## config.mk

```make
export PLATFORM = sky130hd
export DESIGN_NAME = id_stage
export DESIGN_NICKNAME = d
export VERILOG_FILES = /design/src/rtl/id_stage.sv
export SDC_FILE = /design/constraint.sdc
export NUM_CORES = 1
export LEC_CHECK = 0
export BUFFER_PORTS_ARGS = -buffer_cell sky130_fd_sc_hd__buf_4
export CAP_MARGIN = 40
export CELL_PAD_IN_SITES_DETAIL_PLACEMENT = 1
export CELL_PAD_IN_SITES_GLOBAL_PLACEMENT = 2
export CORE_MARGIN = 4
export CORE_UTILIZATION = 28
export CTS_BUF_LIST = sky130_fd_sc_hd__clkbuf_8 sky130_fd_sc_hd__clkbuf_16
export DETAILED_ROUTE_END_ITERATION = 16
export GPL_TIMING_DRIVEN = 0
export PLACE_DENSITY = 0.93
export SLEW_MARGIN = 20
export SYNTH_ARGS = -nofsm -noshare
export SYNTH_HDL_FRONTEND = slang
export SYNTH_SLANG_ARGS = --single-unit
```

## constraint.sdc

```tcl
create_clock -name clk -period 4.4 [get_ports clk]
set_input_delay 0.88 -clock clk [delete_from_list [all_inputs] [get_ports clk]]
set_output_delay 0.88 -clock clk [all_outputs]
set_load 0.005 [all_outputs]
```

## src/rtl/id_stage.sv

```systemverilog
// id_stage: RV32I decode stage with writeback bypass, load-use bubble and ID/EX register.
module id_stage #(
  parameter int          XLEN     = 32,
  parameter logic [31:0] RESET_PC = 32'h0000_0000
) (
  input  logic            clk,
  input  logic            rstn,
  input  logic            id_valid,
  input  logic [31:0]     id_instr,
  input  logic [31:0]     id_pc,
  input  logic            flush,
  output logic [4:0]      rf_raddr1,
  output logic [4:0]      rf_raddr2,
  input  logic [XLEN-1:0] rf_rdata1,
  input  logic [XLEN-1:0] rf_rdata2,
  input  logic            wb_we,
  input  logic [4:0]      wb_rd,
  input  logic [XLEN-1:0] wb_data,
  output logic            stall_if,
  output logic            ex_valid,
  output logic [31:0]     ex_pc,
  output logic [XLEN-1:0] ex_rs1_val,
  output logic [XLEN-1:0] ex_rs2_val,
  output logic [4:0]      ex_rs1,
  output logic [4:0]      ex_rs2,
  output logic [4:0]      ex_rd,
  output logic [XLEN-1:0] ex_imm,
  output logic [3:0]      ex_alu_op,
  output logic [2:0]      ex_funct3,
  output logic            ex_alu_src_imm,
  output logic            ex_mem_read,
  output logic            ex_mem_write,
  output logic            ex_reg_write,
  output logic            ex_branch,
  output logic            ex_jump,
  output logic            ex_jalr,
  output logic            ex_pc_src_a,
  output logic            ex_illegal
);
  localparam logic [6:0] OP_R = 7'b0110011, OP_I = 7'b0010011, OP_LD = 7'b0000011,
                         OP_ST = 7'b0100011, OP_BR = 7'b1100011, OP_JAL = 7'b1101111,
                         OP_JALR = 7'b1100111, OP_LUI = 7'b0110111, OP_AUIPC = 7'b0010111;
  logic [6:0]      opc;
  logic [2:0]      f3;
  logic [4:0]      rs1, rs2;
  logic [31:0]     i_imm, s_imm, b_imm, j_imm, u_imm, imm;
  logic [3:0]      fn_op, alu_op;
  logic            src_imm, mr, mw, rw, br, jmp, jr, pca, ill, use1, use2, hazard, live;
  logic [XLEN-1:0] op1, op2;
  logic [12:0]     ctl, ctl_q;
  assign opc       = id_instr[6:0];
  assign f3        = id_instr[14:12];
  assign rs1       = id_instr[19:15];
  assign rs2       = id_instr[24:20];
  assign rf_raddr1 = rs1;
  assign rf_raddr2 = rs2;
  assign i_imm = {{20{id_instr[31]}}, id_instr[31:20]};
  assign s_imm = {{20{id_instr[31]}}, id_instr[31:25], id_instr[11:7]};
  assign b_imm = {{19{id_instr[31]}}, id_instr[31], id_instr[7], id_instr[30:25], id_instr[11:8], 1'b0};
  assign j_imm = {{11{id_instr[31]}}, id_instr[31], id_instr[19:12], id_instr[20], id_instr[30:21], 1'b0};
  assign u_imm = {id_instr[31:12], 12'b0};
  always_comb begin
    case (f3)
      3'd0:    fn_op = 4'd0;
      3'd1:    fn_op = 4'd2;
      3'd2:    fn_op = 4'd3;
      3'd3:    fn_op = 4'd4;
      3'd4:    fn_op = 4'd5;
      3'd5:    fn_op = id_instr[30] ? 4'd7 : 4'd6;
      3'd6:    fn_op = 4'd8;
      default: fn_op = 4'd9;
    endcase
  end
  always_comb begin
    {alu_op, src_imm, mr, mw, rw, br, jmp, jr, pca, ill} = '0;
    imm = '0;
    case (opc)
      OP_R:     begin rw = 1'b1; alu_op = (f3 == 3'd0 && id_instr[30]) ? 4'd1 : fn_op; end
      OP_I:     begin src_imm = 1'b1; rw = 1'b1; alu_op = fn_op; imm = (f3 == 3'd1 || f3 == 3'd5) ? {27'b0, id_instr[24:20]} : i_imm; end
      OP_LD:    begin src_imm = 1'b1; mr = 1'b1; rw = 1'b1; imm = i_imm; end
      OP_ST:    begin src_imm = 1'b1; mw = 1'b1; imm = s_imm; end
      OP_BR:    begin br = 1'b1; alu_op = 4'd1; imm = b_imm; end
      OP_JAL:   begin jmp = 1'b1; rw = 1'b1; imm = j_imm; end
      OP_JALR:  begin jr = 1'b1; src_imm = 1'b1; rw = 1'b1; imm = i_imm; end
      OP_LUI:   begin src_imm = 1'b1; rw = 1'b1; alu_op = 4'd10; imm = u_imm; end
      OP_AUIPC: begin pca = 1'b1; src_imm = 1'b1; rw = 1'b1; imm = u_imm; end
      default:  ill = 1'b1;
    endcase
  end
  assign use1   = !(opc == OP_LUI || opc == OP_AUIPC || opc == OP_JAL);
  assign use2   = opc == OP_R || opc == OP_ST || opc == OP_BR;
  assign hazard = ex_valid && ex_mem_read && ex_rd != 5'd0 && id_valid &&
                  ((ex_rd == rs1 && use1) || (ex_rd == rs2 && use2));
  assign stall_if = hazard && !flush;
  assign live     = id_valid && !flush && !hazard;
  // x0 never forwards, so the wb_rd != 0 test is implied by rs != 0
  assign op1 = rs1 == 5'd0 ? '0 : (wb_we && wb_rd == rs1) ? wb_data : rf_rdata1;
  assign op2 = rs2 == 5'd0 ? '0 : (wb_we && wb_rd == rs2) ? wb_data : rf_rdata2;
  assign ctl = {alu_op, src_imm, mr, mw, rw, br, jmp, jr, pca, ill};
  assign {ex_alu_op, ex_alu_src_imm, ex_mem_read, ex_mem_write, ex_reg_write,
          ex_branch, ex_jump, ex_jalr, ex_pc_src_a, ex_illegal} = ctl_q;
  always_ff @(posedge clk or negedge rstn) begin
    if (!rstn) begin
      ex_valid   <= 1'b0;
      ex_pc      <= RESET_PC;
      ex_rs1_val <= '0;
      ex_rs2_val <= '0;
      ex_rs1     <= '0;
      ex_rs2     <= '0;
      ex_rd      <= '0;
      ex_imm     <= '0;
      ex_funct3  <= '0;
      ctl_q      <= '0;
    end else begin
      ex_valid   <= live;
      ex_pc      <= id_pc;
      ex_rs1_val <= op1;
      ex_rs2_val <= op2;
      ex_rs1     <= rs1;
      ex_rs2     <= rs2;
      ex_rd      <= id_instr[11:7];
      ex_imm     <= XLEN'($signed(imm));
      ex_funct3  <= f3;
      ctl_q      <= live ? ctl : '0;
    end
  end
endmodule

```

### After elaboration in Yosys (flattened, before gate mapping)

Cells that the tools add are included.

| cells by class | value |
|---|---|
| equal/unequal tests | 19 |
| multiplexer cells | 20 |
| reductions and logical operators | 30 |

Operator list:

| operator | number |
|---|---|
| $pmux W32 S6 | 1 |
| $mux W32 | 5 |
| $pmux W4 S7 | 1 |
| $eq A7 B6 Y1 const B | 3 |
| $eq A7 B7 Y1 const B | 3 |
| $eq A5 B5 Y1 | 4 |
| $pmux W4 S4 | 1 |
| $eq A7 B5 Y1 const B | 2 |
| $mux W13 | 1 |
| $logic_and A1 B1 Y1 | 12 |
| $logic_not A5 Y1 | 2 |
| $mux W1 | 10 |
| $eq A3 B3 Y1 const B | 3 |
| $reduce_or A9 Y1 | 1 |
| $eq A7 B2 Y1 const B | 1 |
| $reduce_or A7 Y1 | 1 |
| $eq A3 B2 Y1 const B | 2 |
| $logic_or A1 B1 Y1 | 6 |
| $reduce_or A6 Y1 | 1 |
| $reduce_bool A5 Y1 | 1 |
| $mux W4 | 1 |
| $reduce_or A2 Y1 | 2 |
| $eq A3 B1 Y1 const B | 1 |
| $logic_not A1 Y1 | 3 |
| $logic_not A3 Y1 | 1 |

| word-level totals | value |
|---|---|
| flip-flop bits (word level) | 160 |

### Longest topological paths before layout

| logic depth | value |
|---|---|
| word-level depth | 10 |
| gate-level depth with buffers | 7 |

### Worst setup path after synthesis

Ideal clock, no wire load.

| path | value |
|---|---|
| kind | input-to-output |
| start point | input id_instr[3] |
| end point | output stall_if |
| arrival time | 2.131 ns |
| required time | 3.520 ns |
| path slack | 1.389 ns |
| stages | 5 |
| path buffers | 1 |
| cell sequence | buf_6 and4bb_2 nand3_1 or4_1 a21oi_1 |

| between the ends | value |
|---|---|
| word-level cells in the longest chain between the ends | 8 |
| elaborated cells on any way between the ends | 16 |

Ends and longest elaborated chain:

| element | line | text |
|---|---|---|
| start: declaration | 9 | `input logic [31:0] id_instr,` |
| $eq A7 B6 Y1 or $eq A7 B5 Y1 (tied branches) | 90 | `assign use1 = !(opc == OP_LUI \|\| opc == OP_AUIPC \|\| opc == OP_JAL);` |
| $logic_or A1 B1 Y1 (2 in a row) | 90 |  |
| $logic_not A1 Y1 | 90 |  |
| $logic_and A1 B1 Y1 | 93 | `((ex_rd == rs1 && use1) \|\| (ex_rd == rs2 && use2));` |
| $logic_or A1 B1 Y1 (*) | 93 |  |
| $logic_and A1 B1 Y1 (*) | 92 | `assign hazard = ex_valid && ex_mem_read && ex_rd != 5'd0 && id_valid &&` |
| $logic_and A1 B1 Y1 (*) | 94 | `assign stall_if = hazard && !flush;` |
| end: declaration | 19 | `output logic stall_if,` |

Every way passes the cells marked *; elsewhere a longest branch is shown, timed or not.

### Worst setup path after layout

| path | value |
|---|---|
| start point | input id_instr[20] |
| end point | output stall_if |

| between the ends | value |
|---|---|
| word-level cells in the longest chain between the ends | 5 |

Ends and longest elaborated chain:

| element | line |
|---|---|
| $eq A5 B5 Y1 | 93 |
| $logic_and A1 B1 Y1 | 93 |
| $logic_or A1 B1 Y1 | 93 |
| $logic_and A1 B1 Y1 | 92 |
| $logic_and A1 B1 Y1 | 94 |

Every way passes these cells.

==> results.py <==
metrics = {
    "power_and_ir_drop": {
        "ir_worst_vdd_v": 0.000235,
        "leakagePower_nw": 4.85,
        "cellPowerDensity_nw_per_um2": 364,
    },
    "clock_network": {
        "post_cts_buffers": 0,
        "clk_path_buf_depth": 2,
        "htreeDepth": 4,
        "cts_tree": "yes",
        "cts_root_buf": "clkbuf_16",
        "clk_latency_ns": 0.43,
        "cts_buffers": 17,
        "cts_resized": 0,
        "cts_hold_buffers": 0,
        "clk_pin_slew_worst_paths_ns": 0.07,
        "clock-sinks": 160,
    },
    "setup_path": {
        "cp_top_family": "buffers and inverters",
        "crit_path_frequent_cell": "buf_4",
        "critPathMaxStageDelay_ns": 0.52,
        "cpMaxStageDelayCell": "clkbuf_1",
        "cp-end-kind": "output port",
        "crit_chain": "buf_4, clkbuf_1, xnor2_1, nand3_1, or4_1, a21oi_1, buf_4",
        "crit_type": "in2out",
        "start_kind": "input pin",
        "crit_buf_inv": 3,
        "path_max_fanout": 7,
        "arrival_ns": 2.62,
        "cp.required_ns": 3.52,
    },
    "detailed_routing": {
        "drt_iter0_drc": 191,
        "firstDrtPassIters": 4,
        "drc": 0,
        "drt_wl_total_mm": 23.6,
        "vias_per_cell": 4.48,
        "wire_per_inst_um": 20.5,
        "ant_nets": 0,
        "num_vias": 5157,
    },
    "finish": {
        "fillers": 2401,
        "n_antenna_cell": 0,
        "layout.cells.most_common": "buf_4",
        "regArea_um2": 4000,
        "drive_above_1_share_pct": 48.2,
        "multi_input_area_um2": 1960,
        "final_cell_mix": "buf_4, dfrtp_1, nor2_1",
        "synthToLayoutAreaGrowth_pct": 57.4,
        "final_area_um2": 9740,
        "fin_nets": 1027,
        "fin_util_pct": 44.8,
    },
    "sta": {
        "slew_headroom_pct": 54.5,
        "tns_ns": 0,
        "worst_pin_slew_ns": 0.682,
        "hold_viol_final": 0,
        "rsz0062_at_grt": "false",
        "period_minus_slack_ns": 3.50,
        "fin_skew_ns": 0.00994,
        "finalSetupViolCount": 0,
        "final_max_slew_viol_count": 0,
        "holdWs_ns": 0.409,
        "period_share_pct": 79.5,
        "timing.fmax_mhz": 286,
    },
    "die": {
        "num_rows": 54,
        "die_area_um2": 24600,
        "die_h_um": 157,
        "io_pins": 341,
        "coreArea_um2": 21800,
        "initial_utilization_pct": 28.5,
        "die_x_um": 157,
    },
    "global_route": {
        "grt_max_degree": 87,
        "grt-ovfl-total": 0,
        "grt_pass1_wl_mm": 34.7,
        "antenna_found_initial": 0,
        "grt_pass1_vias": 5490,
        "track_usage_pct": 18.8,
    },
    "placement": {
        "placed_area_um2": 9130,
        "gp_congestion": 0.811,
        "portBuffers": 339,
        "dpl.hpwl_mm": 18.3,
    },
    "synthesis": {
        "ys_ff_latch": 160,
        "synth_edf_count": 0,
        "yosys_warnings": 0,
        "synth_area_um2": 6190,
        "synth_seq_area_share_pct": 64.7,
        "ys_types": 51,
        "syn-num-nets": 666,
        "synth_flop_cell": "dfrtp_1",
        "syn_inst": 496,
        "avgSynthCellArea_um2": 12.5,
        "ys_async_sr_fraction_pct": 100,
    },
    "run": {
        "maxCapViolCount": 0,
    },
    "run_status": {
        "outcome": "completed",
    },
    "worst_hold_path": {
        "hold_class": "in2async",
    },
}
==> per-layer routing <==
layer / part of all wire (%) / global-route usage [%] / vias up / wire length [µm]
met1: 39 / 22.9 / 2558 / 9170
met4: 1.4 / 4.88 / 0 / 330
li1: - / - / 2376 / -
met5: 0 / 0 / - / 0
met2: 52 / 32.8 / 202 / 12300
met3: 7.3 / 5.17 / 21 / 1730
==> worst register-to-register path, cell delays in order, from the launching register on <==
cell and delay [ns]:
dfrtp_1 0.46, or4_1 0.62, o21ai_4 0.21, or4_4 0.19, nand2_1 0.10, nor4_1 0.24
==> worst paths after layout <==
| kind | to | slack [ns] | start | cells past startpoint |
|---|---|---|---|---|
| setup / recovery | stall_if | 0.90 | id_instr[20] | 7 |
| hold / removal | ex_funct3[0] | 0.41 | rstn | 1 |
| setup reg to reg | ctl_q[2] | 2.46 | ex_rd[1] | 5 |
| hold reg to reg | ex_valid | 0.94 | ex_rd[2] | 4 |
| max in group asynchronous | ex_rs2[1] | 3.16 | rstn | 2 |
| min in group clk | ex_pc[18] | 0.55 | id_pc[18] | 1 |
==> cells in the mapped netlist, types with 2 or more instances <==
library cell	n	area, µm²
and3_1	4	25.0
mux2i_1	65	651
a21oi_1	7	35.0
nand3_1	5	25.0
xor2_1	8	70.1
o21ai_0	5	25.0
inv_1	11	41.3
dfrtp_1	160	4000
or4_1	4	30.0
o21a_1	2	15.0
xnor2_1	12	105
nor2b_1	5	31.3
nand2b_1	5	31.3
nor4_1	6	37.5
buf_4	12	90.1
o31ai_1	2	15.0
a22o_1	4	35.0
nor3_1	8	40.0
clkbuf_1	8	30.0
nand2_1	32	120
nor2_1	84	315
buf_2	11	55.1
a21o_2	8	70.1
==> sequential cells by signal (all words and copies together), names as in the netlist <==
register / cells
ex_rd: 5
ex_rs2_val: 32
ex_pc: 32
ex_funct3: 3
ex_imm: 32
ex_valid: 1
ex_rs2: 5
ex_rs1_val: 32
ex_rs1: 5
ctl_q: 13
==> through the flow <==
step / power [mW] / setup slack [ns] / instances
final: 3.54 / 0.903 / 1150
after global routing: 3.70 / 0.829 / 1150
after detailed placement: 2.04 / 0.871 / 1118
after global placement: 2.02 / 0.910 / 1115
after CTS: 3.59 / 0.865 / 1150
after floorplan: 1.70 / 1.39 / 496
==> kinds of logic after synthesis <==
| kind of cell | Yosys count | share of synthesized area, % |
|---|---|---|
| and+or+nand+nor | 169 | 13.2 |
| DFF | 160 | 64.7 |
| muxes | 65 | 10.5 |
| buffers and inverters | 43 | 3.68 |
| AOI/OAI and AO/OA | 39 | 5.15 |
| xor gates and xnor gates | 20 | 2.83 |
==> report_power, final <==
part           switching, mW  internal (mW)  total [mW]
clock network          0.716          0.822        1.54
registers             0.0251           1.54        1.56
logic                  0.199          0.244       0.443
==> layout make-up <==
type                            count  share of cell area [%]
Clock buffer                       17                    4.37
Clock inverter                     15                    1.91
Buffer                             32                    1.91
Timing Repair Buffer              342                    26.6
Multi-Input combinational cell    293                    20.1
Inverter                           11                   0.424
Tap cell                          280                    3.60
Sequential cell                   160                    41.1
No activity file was read; power rests on OpenSTA's default activity.
